<file path="src/rtl/pid_cache_sa.sv">
// pid_cache_sa: PID-tagged, set-associative (1 or 2 way) data cache.
// Lines are keyed by {PID, addr}. A read that misses raises pagefault. A
// flush command invalidates every line owned by one PID. Saturating
// counters track read hits and misses.
// Ports:
//   clk, rst        clock, asynchronous active-low reset
//   cmd             00 idle, 01 read, 10 write, 11 flush PID
//   datavalid       command strobe, only sampled while wd=1
//   addr/datain/PID request word address, write data, process ID
//   wd              ready, high only in IDLE
//   dataout         read data, qualified by outvalid
//   outvalid        one-cycle read-hit pulse
//   pagefault       one-cycle read-miss pulse
//   busy            high whenever the FSM is not IDLE
//   hit_cnt         saturating read-hit count
//   miss_cnt        saturating read-miss count
module pid_cache_sa #(
   parameter int DATA_W = 12,
   parameter int ADDR_W = 12,
   parameter int PID_W  = 4,
   parameter int SETS   = 16,
   parameter int WAYS   = 2,
   parameter int CNT_W  = 16
) (
   input  logic              clk,
   input  logic              rst,
   input  logic [1:0]        cmd,
   input  logic              datavalid,
   input  logic [ADDR_W-1:0] addr,
   input  logic [DATA_W-1:0] datain,
   input  logic [PID_W-1:0]  PID,
   output logic              wd,
   output logic [DATA_W-1:0] dataout,
   output logic              outvalid,
   output logic              pagefault,
   output logic              busy,
   output logic [CNT_W-1:0]  hit_cnt,
   output logic [CNT_W-1:0]  miss_cnt
);
   localparam int IDX_W = $clog2(SETS);
   localparam int TAG_W = ADDR_W - IDX_W;

   typedef enum logic [1:0] {S_IDLE, S_LOOKUP, S_RESP, S_FLUSH} state_t;

   state_t              state_q;
   logic [1:0]          cmd_q;
   logic [ADDR_W-1:0]   addr_q;
   logic [DATA_W-1:0]   din_q;
   logic [PID_W-1:0]    pid_q;
   logic [IDX_W-1:0]    fidx_q;
   logic [DATA_W-1:0]   dout_q;
   logic                ov_q, pf_q;
   logic [CNT_W-1:0]    hit_cnt_q, miss_cnt_q, hit_cnt_d, miss_cnt_d;

   logic [SETS-1:0]     valid_q [WAYS];
   logic [PID_W-1:0]    ptag_q  [WAYS][SETS];
   logic [TAG_W-1:0]    atag_q  [WAYS][SETS];
   logic [DATA_W-1:0]   data_q  [WAYS][SETS];
   logic [SETS-1:0]     lru_q;            // per set: 1 = way 1 is the victim

   logic [IDX_W-1:0]    idx;
   logic [TAG_W-1:0]    tag;
   logic [WAYS-1:0]     hit_v, vict_v, way_v;
   logic [DATA_W-1:0]   rdata;

   assign idx = addr_q[IDX_W-1:0];
   assign tag = addr_q[ADDR_W-1:IDX_W];

   // Tag compare; at most one way can match, so OR-ing the data is a mux.
   always_comb begin
      hit_v = '0;
      rdata = '0;
      for (int w = 0; w < WAYS; w++) begin
         hit_v[w] = valid_q[w][idx] && (ptag_q[w][idx] == pid_q) &&
                    (atag_q[w][idx] == tag);
         if (hit_v[w]) rdata = rdata | data_q[w][idx];
      end
   end

   // Victim choice: first invalid way, otherwise the LRU pointer.
   generate
      if (WAYS == 1) begin : g_dm
         assign vict_v = 1'b1;
      end else begin : g_2w
         assign vict_v = !valid_q[0][idx] ? 2'b01 :
                         !valid_q[1][idx] ? 2'b10 :
                         (lru_q[idx] ? 2'b10 : 2'b01);
      end
   endgenerate

   assign way_v      = (|hit_v) ? hit_v : vict_v;
   assign hit_cnt_d  = (&hit_cnt_q)  ? hit_cnt_q  : hit_cnt_q  + CNT_W'(1);
   assign miss_cnt_d = (&miss_cnt_q) ? miss_cnt_q : miss_cnt_q + CNT_W'(1);

   always_ff @(posedge clk or negedge rst) begin
      if (!rst) begin
         state_q    <= S_IDLE;
         cmd_q      <= '0;
         addr_q     <= '0;
         din_q      <= '0;
         pid_q      <= '0;
         fidx_q     <= '0;
         dout_q     <= '0;
         ov_q       <= 1'b0;
         pf_q       <= 1'b0;
         hit_cnt_q  <= '0;
         miss_cnt_q <= '0;
         lru_q      <= '0;
         for (int w = 0; w < WAYS; w++) begin
            valid_q[w] <= '0;
            for (int s = 0; s < SETS; s++) begin
               ptag_q[w][s] <= '0;
               atag_q[w][s] <= '0;
               data_q[w][s] <= '0;
            end
         end
      end else begin
         ov_q <= 1'b0;
         pf_q <= 1'b0;
         case (state_q)
            S_IDLE: begin
               if (datavalid && cmd != 2'b00) begin
                  cmd_q   <= cmd;
                  addr_q  <= addr;
                  din_q   <= datain;
                  pid_q   <= PID;
                  fidx_q  <= '0;
                  state_q <= (cmd == 2'b11) ? S_FLUSH : S_LOOKUP;
               end
            end
            S_LOOKUP: begin
               if (cmd_q == 2'b10) begin
                  for (int w = 0; w < WAYS; w++) begin
                     if (way_v[w]) begin
                        valid_q[w][idx] <= 1'b1;
                        ptag_q[w][idx]  <= pid_q;
                        atag_q[w][idx]  <= tag;
                        data_q[w][idx]  <= din_q;
                     end
                  end
                  // Point LRU at the way not just touched.
                  if (WAYS == 2) lru_q[idx] <= way_v[0];
                  state_q <= S_IDLE;
               end else begin
                  if (|hit_v) begin
                     ov_q      <= 1'b1;
                     dout_q    <= rdata;
                     hit_cnt_q <= hit_cnt_d;
                     if (WAYS == 2) lru_q[idx] <= hit_v[0];
                  end else begin
                     pf_q       <= 1'b1;
                     dout_q     <= '0;
                     miss_cnt_q <= miss_cnt_d;
                  end
                  state_q <= S_RESP;
               end
            end
            S_RESP: state_q <= S_IDLE;
            S_FLUSH: begin
               for (int w = 0; w < WAYS; w++)
                  if (ptag_q[w][fidx_q] == pid_q) valid_q[w][fidx_q] <= 1'b0;
               if (fidx_q == IDX_W'(SETS - 1)) state_q <= S_IDLE;
               else                            fidx_q  <= fidx_q + IDX_W'(1);
            end
            default: state_q <= S_IDLE;
         endcase
      end
   end

   assign wd        = (state_q == S_IDLE);
   assign busy      = (state_q != S_IDLE);
   assign dataout   = dout_q;
   assign outvalid  = ov_q;
   assign pagefault = pf_q;
   assign hit_cnt   = hit_cnt_q;
   assign miss_cnt  = miss_cnt_q;

endmodule
</file>
<file path="config.mk">
export PLATFORM = sky130hd
export DESIGN_NAME = pid_cache_sa
export DESIGN_NICKNAME = d
export VERILOG_FILES = /design/src/rtl/pid_cache_sa.sv
export SDC_FILE = /design/constraint.sdc
export NUM_CORES = 1
export LEC_CHECK = 0
export CAP_MARGIN = 20
export CORE_MARGIN = 2
export CORE_UTILIZATION = 60
export CTS_CLUSTER_DIAMETER = 60
export DETAILED_ROUTE_END_ITERATION = 10
export GPL_TIMING_DRIVEN = 0
export HOLD_SLACK_MARGIN = 0.12
export PLACE_DENSITY = 0.79
export SYNTH_ARGS = -nofsm -noshare
export SYNTH_HDL_FRONTEND = slang
export SYNTH_SLANG_ARGS = --single-unit
</file>
<file path="constraint.sdc">
create_clock -name clk -period 4.25 [get_ports clk]
set_input_delay 0.85 -clock clk [delete_from_list [all_inputs] [get_ports clk]]
set_output_delay 0.85 -clock clk [all_outputs]
set_load 0.02 [all_outputs]
</file>
=== Yosys cells after proc, flatten, opt, wreduce, memory -nomap -nowiden ===
Cells that the tools add are included.

* Bitwise logic cells: 12
* Add/sub/neg operators: 3
* Magnitude comparators: 7
* Mux-type cells: 77
* Reductions and logical operators: 28
* Eq/ne operators: 20

{| class="wikitable"
|+ Operators by type and width
! cell !! count
|-
| bitwise mux 192 bit || 2
|-
| bitwise mux 128 bit || 2
|-
| bitwise mux 64 bit || 2
|-
| binary-select mux 12 bit (select 4 bit) || 2
|-
| 2-to-1 mux 12 bit || 8
|-
| 2-to-1 mux 16 bit || 6
|-
| binary-select mux 4 bit (select 4 bit) || 4
|-
| binary-select mux 8 bit (select 4 bit) || 2
|-
| case mux 32 bit (2 select lines) || 1
|-
| demux 12 bit (select 4 bit) || 1
|-
| 2-to-1 mux 4 bit || 11
|-
| 2-to-1 mux 8 bit || 5
|-
| adder 16 x 1 -> 16 bit, second input constant || 2
|-
| AND 16 bit || 2
|-
| bitwise mux 16 bit || 2
|-
| demux 8 bit (select 4 bit) || 1
|-
| 2-to-1 mux 32 bit || 1
|-
| OR 16 bit || 2
|-
| AND reduction 16 bit || 2
|-
| demux 4 bit (select 4 bit) || 1
|-
| == test 4 bit || 4
|-
| == test 8 bit || 2
|-
| 2-to-1 mux 2 bit || 8
|-
| inverter 16 bit || 1
|-
| 25 further kinds || 73
|}

* Flip-flop bits (word level): 898

=== Longest topological paths before layout ===
* Depth after elaboration: 12
* Mapped depth: 16
* Mapped depth without buffers: 9

=== Worst setup path before layout ===
No wires, ideal clock.

* Path kind: reg-to-reg
* From: register addr_q[1]
* To: register data_q[74] (netlist bit)
* Arrival time: 3493 ps
* Library setup time: 128 ps
* Path buffers: 5
* Setup slack: 629 ps
* Cell stages (with the launch flop): 15
* Clock period less this slack: 3621 ps
* Required time: 4122 ps
* Path through: dfrtp_1 buf_4 buf_4 buf_2 mux4_2 a221oi_2 o211ai_1 o211ai_1 o2111ai_1 nor3_4 a21oi_4 buf_8 nor4_4 buf_4 mux2_1

* Longest elaborated chain between the ends: 10
* Elaborated cells between the ends (all ways): 39

{| class="wikitable"
|+ Ends and longest elaborated chain
! item !! line !! text
|-
| start, declared || 47 || <nowiki>logic [ADDR_W-1:0] addr_q;</nowiki>
|-
| start signal, assigned || 124 || <nowiki>addr_q <= addr;</nowiki>
|-
| inverter 4 -> 5 bit (implied by the code) || 74, 75, 138 ||
|-
| binary-select mux 4 bit (select 4 bit) || 74 || <nowiki>hit_v[w] = valid_q[w][idx] && (ptag_q[w][idx] == pid_q) &&</nowiki>
|-
| 2-to-1 mux 4 bit (implied by the code) (2 in a row) || 74 ||
|-
| == test 4 bit || 74 ||
|-
| logical AND 1 bit (2 in a row) || 74 ||
|-
| OR reduction 2 bit || 91 || <nowiki>assign way_v = (|hit_v) ? hit_v : vict_v;</nowiki>
|-
| 2-to-1 mux 2 bit || 91 ||
|-
| AND reduction 3 bit (no source line) || - ||
|-
| end signal, assigned by index || 138 || <nowiki>data_q[w][idx] <= din_q;</nowiki>
|-
| end, declared || 58 || <nowiki>logic [DATA_W-1:0] data_q [WAYS][SETS];</nowiki>
|}

Parallel ways exist; a longest one is shown, timed or not. The select of a mux whose other input is x is not followed.
A chain may end at the register's enable or synchronous reset.

=== Final worst setup path ===
* From: register addr_q[0]
* To: register atag_q[221] (netlist bit)

* Longest elaborated chain between the ends: 10
* Elaborated cells between the ends (all ways): 39

{| class="wikitable"
|+ Ends and longest elaborated chain
! item !! line !! text
|-
| inverter 4 -> 5 bit (implied by the code) || 74, 75, 137 ||
|-
| binary-select mux 4 bit (select 4 bit) || 74 ||
|-
| 2-to-1 mux 4 bit (implied by the code) (2 in a row) || 74 ||
|-
| == test 4 bit || 74 ||
|-
| logical AND 1 bit (2 in a row) || 74 ||
|-
| OR reduction 2 bit || 91 ||
|-
| 2-to-1 mux 2 bit || 91 ||
|-
| AND reduction 3 bit (no source line) || - ||
|-
| end signal, assigned by index || 137 || <nowiki>atag_q[w][idx] <= tag;</nowiki>
|-
| end, declared || 57 || <nowiki>logic [TAG_W-1:0] atag_q [WAYS][SETS];</nowiki>
|}

Parallel ways exist; a longest one is shown, timed or not. The select of a mux whose other input is x is not followed.

==> flow_metrics.env <==
export IMPL_placement_io_buffers=80
export IMPL_cp_end_kind="flip-flop"
export IMPL_avgViaCountPerCell=6.712
export IMPL_required_ps=4790
export IMPL_placed_cell_area_um2=45080
export IMPL_power_frac_seq=0.361
export IMPL_cts_path_max_buffers=3
export IMPL_std_cell_rows=98
export IMPL_synth_area_top_cells="dfrtp_1, mux2_2, mux4_2"
export IMPL_vias=27690
export IMPL_synth_nets=2887
export IMPL_syn_avg_cell_area_um2=15.06
export IMPL_synth_cells=2848
export IMPL_layout_commonest_cell="dfrtp_1"
export IMPL_drv_slew=0
export IMPL_timing_final_ws_setup_ps=-77.89
export IMPL_holdCritPathClass="input pin to async pin"
export IMPL_grt_first_pass_wirelength_um=188700
export IMPL_final_area_um2=49840
export IMPL_cts_root_buf="clkbuf_16"
export IMPL_final_hold_viol_count=0
export IMPL_final_nets=3142
export IMPL_antenna_found_initial=0
export IMPL_routabilityCongestion=0.9605
export IMPL_areaGrowthSynthToFinish_pct=16.24
export IMPL_cts_made_buffers=93
export IMPL_drc=0
export IMPL_die_area_um2=73620
export IMPL_firstDrtPassIters=7
export IMPL_fin_setup_tns_ps=-3468
export IMPL_antenna_cells=0
export IMPL_start_util=0.6029
export IMPL_p_clk_frac=0.267
export IMPL_grt_start_max_net_pins=135
export IMPL_failed_checks="setup timing"
export IMPL_first_global_vias=29430
export IMPL_synth_top_area_frac=0.5241
export IMPL_r2r_cells=14
export IMPL_power_per_cell_area_nw_per_um2=643.1
export IMPL_startpoint_type="flip-flop"
export IMPL_cap_viol_max_count=0
export IMPL_p_total_mw=32.05
export IMPL_place_ws_ps=-1293
export IMPL_period_share=1.018
export IMPL_drt_iter0_drc=2885
export IMPL_finalClockSkew_ps=23.39
export IMPL_dp_hpwl_um=86650
export IMPL_path_max_fanout=10
export IMPL_pin_count=81
export IMPL_synthDistinctLibCells=71
export IMPL_die_w_um=271.3
export IMPL_clk_pin_slew_ps=60
export IMPL_final_antenna_net_count=0
export IMPL_drive_gt1_frac=0.4273
export IMPL_synthArstFlopShare=1.000
export IMPL_tritoncts="done"
export IMPL_clkLatencyLatePin_ps=670
export IMPL_ys_warn_count=0
export IMPL_synth_seq_area_share=0.5241
export IMPL_p_int_mw=20.42
export IMPL_rsz0062_at_grt="yes"
export IMPL_cts_hold_buf=0
export IMPL_fin_crit_ps=4328
export IMPL_htreeDepth=3
export IMPL_synth_ff_type="dfrtp_1"
export IMPL_timing_fmax_ghz=0.2311
export IMPL_finalSetupViolCount=77
export IMPL_synth_edf_count=0
export IMPL_status="complete, but fails checks"
export IMPL_critPathKind="flip-flop to flip-flop"
export IMPL_synth_seq_cells=898
export IMPL_clock_sinks=898
export IMPL_yosysTopAreaCell="dfrtp_1"
export IMPL_synth_cell_area_um2=42880
export IMPL_routedWlPerCell_um=30.41
export IMPL_cellLeakagePower_nw=23.46
export IMPL_fin_util=0.7008
export IMPL_slew_limit_headroom=0.2420
export IMPL_worstMarginPinSlew_ps=1137
export IMPL_cp_arrival_ps=4860
export IMPL_net_switching_power_mw=11.64
export IMPL_track_usage=0.3458
export IMPL_p_sw_frac=0.3631
export IMPL_die_h_um=271.3
export IMPL_core_um2=71120
export IMPL_grt_overflow=0
export IMPL_layout_common_cells="dfrtp_1, mux2_2, mux4_2"
export IMPL_combPwrFrac=0.372
export IMPL_vdd_drop_max_v=0.0004457
export IMPL_routed_wl_um=125500
-- synth_stat cells (4+ instances only) --
cell type,instances
nor2_2,6
mux4_2,262
buf_4,21
dfrtp_1,898
o211ai_1,4
or3_1,5
a211oi_1,17
nor4_4,7
nand3_1,25
buf_6,21
a22oi_1,22
mux2i_1,57
and3_1,16
nor3_1,38
buf_1,17
and2_1,5
nand4_1,14
nor2b_1,11
xnor2_1,38
mux2_2,654
a31oi_1,18
o31ai_1,9
nand2b_1,13
xor2_1,25
o21ai_0,38
nor2_1,40
buf_2,70
a21oi_1,41
ha_1,6
mux2_1,145
o2111ai_1,4
nor4_1,9
nand2_1,87
clkbuf_1,129
inv_1,16
-- area by class of cell --
type / count / area [µm²]
Buffer: 255 / 1883
Clock buffer: 125 / 2689
Inverter: 16 / 60.06
Clock inverter: 43 / 540.5
Tap cell: 950 / 1189
Multi-Input combinational cell: 1675 / 19320
Timing Repair Buffer: 164 / 1692
Sequential cell: 898 / 22470
Fill cell: 4616 / 21280
-- through the flow --
stage | std cells | hold slack (ps)
after floorplan | 2848 | 444.1
after global placement | 3878 | 456.7
after detailed placement | 3887 | 470.0
after CTS | 4095 | 198.1
after global routing | 4126 | 224.8
final | 4126 | 174.6
-- routing by layer --
metal,up-vias,wire [µm],track usage
met5,-,0,0
met4,0,7904,0.1893
met3,433,9364,0.06245
met2,1395,60100,0.5508
met1,14680,48090,0.4561
li1,11190,-,-
-- kinds of logic (layout without fill, tap and decap cells) --
logic type                 after synthesis  in the layout  share of synthesized area
xor gates and xnor gates                63             63                    0.01287
AOI/OAI and AO/OA                      191            191                    0.03023
DFF                                    898            898                     0.5241
and+or+nand+nor                        297            297                    0.03840
adders and majority gates                6              6                   0.001751
muxes                                 1118           1118                     0.3608
buffers and inverters                  275            603                    0.03189
-- registers in the layout, indices dropped and copies added, names as in the netlist, 2 cells and up --
name      flops
data_q      384
dataout      12
cmd_q         2
miss_cnt     16
addr_q       12
valid_q      32
state_q       2
lru_q        16
ptag_q      128
din_q        12
fidx_q        4
atag_q      256
hit_cnt      16
pid_q         4
-- critical path: stages, from the launching register on --
cell,delay (ps)
dfrtp_1,380
buf_12,170
buf_12,170
buf_4,160
mux4_2,500
a221oi_1,650
nand2b_1,270
or4b_4,180
nor3_4,50
buf_12,140
o31ai_4,360
buf_4,270
nand2_1,260
buf_4,310
mux2_2,290
-- worst paths after layout --
| path | from | endpoint | slack, ps |
|---|---|---|---|
| worst max-delay path | addr_q[0]$_DFFE_PN0P_ | atag_q[221]$_DFFE_PN0P_ | -80 |
| worst min-delay path | rst | atag_q[242]$_DFFE_PN0P_ | 170 |
| worst max register to register | addr_q[0]$_DFFE_PN0P_ | atag_q[221]$_DFFE_PN0P_ | -80 |
| worst min register to register | atag_q[38]$_DFFE_PN0P_ | atag_q[38]$_DFFE_PN0P_ | 490 |
| max in group asynchronous | rst | ptag_q[4]$_DFFE_PN0P_ | 2420 |
| min in group clk | atag_q[38]$_DFFE_PN0P_ | atag_q[38]$_DFFE_PN0P_ | 490 |
-- power by group through the flow --
stage | logic, mW | clock network, mW | registers, mW
2_1_floorplan | 7.24 | 0 | 11.2
3_3_place_gp | 10.5 | 0 | 11.5
3_5_place_dp | 10.8 | 0 | 11.6
4_1_cts | 11.4 | 8.60 | 11.5
5_1_grt | 12.4 | 8.97 | 11.7
6_report | 11.9 | 8.56 | 11.6
-- repair_timing --
| item | 4_1_cts | 5_1_grt |
|---|---|---|
| setup buffers | 41 | 32 |
| gates resized for setup | 151 | 101 |
| pin swaps | 17 | 15 |
| setup endpoints to repair | 863 | 708 |
| gates cloned | 0 | 1 |
Power figures use the tool's default switching activity.
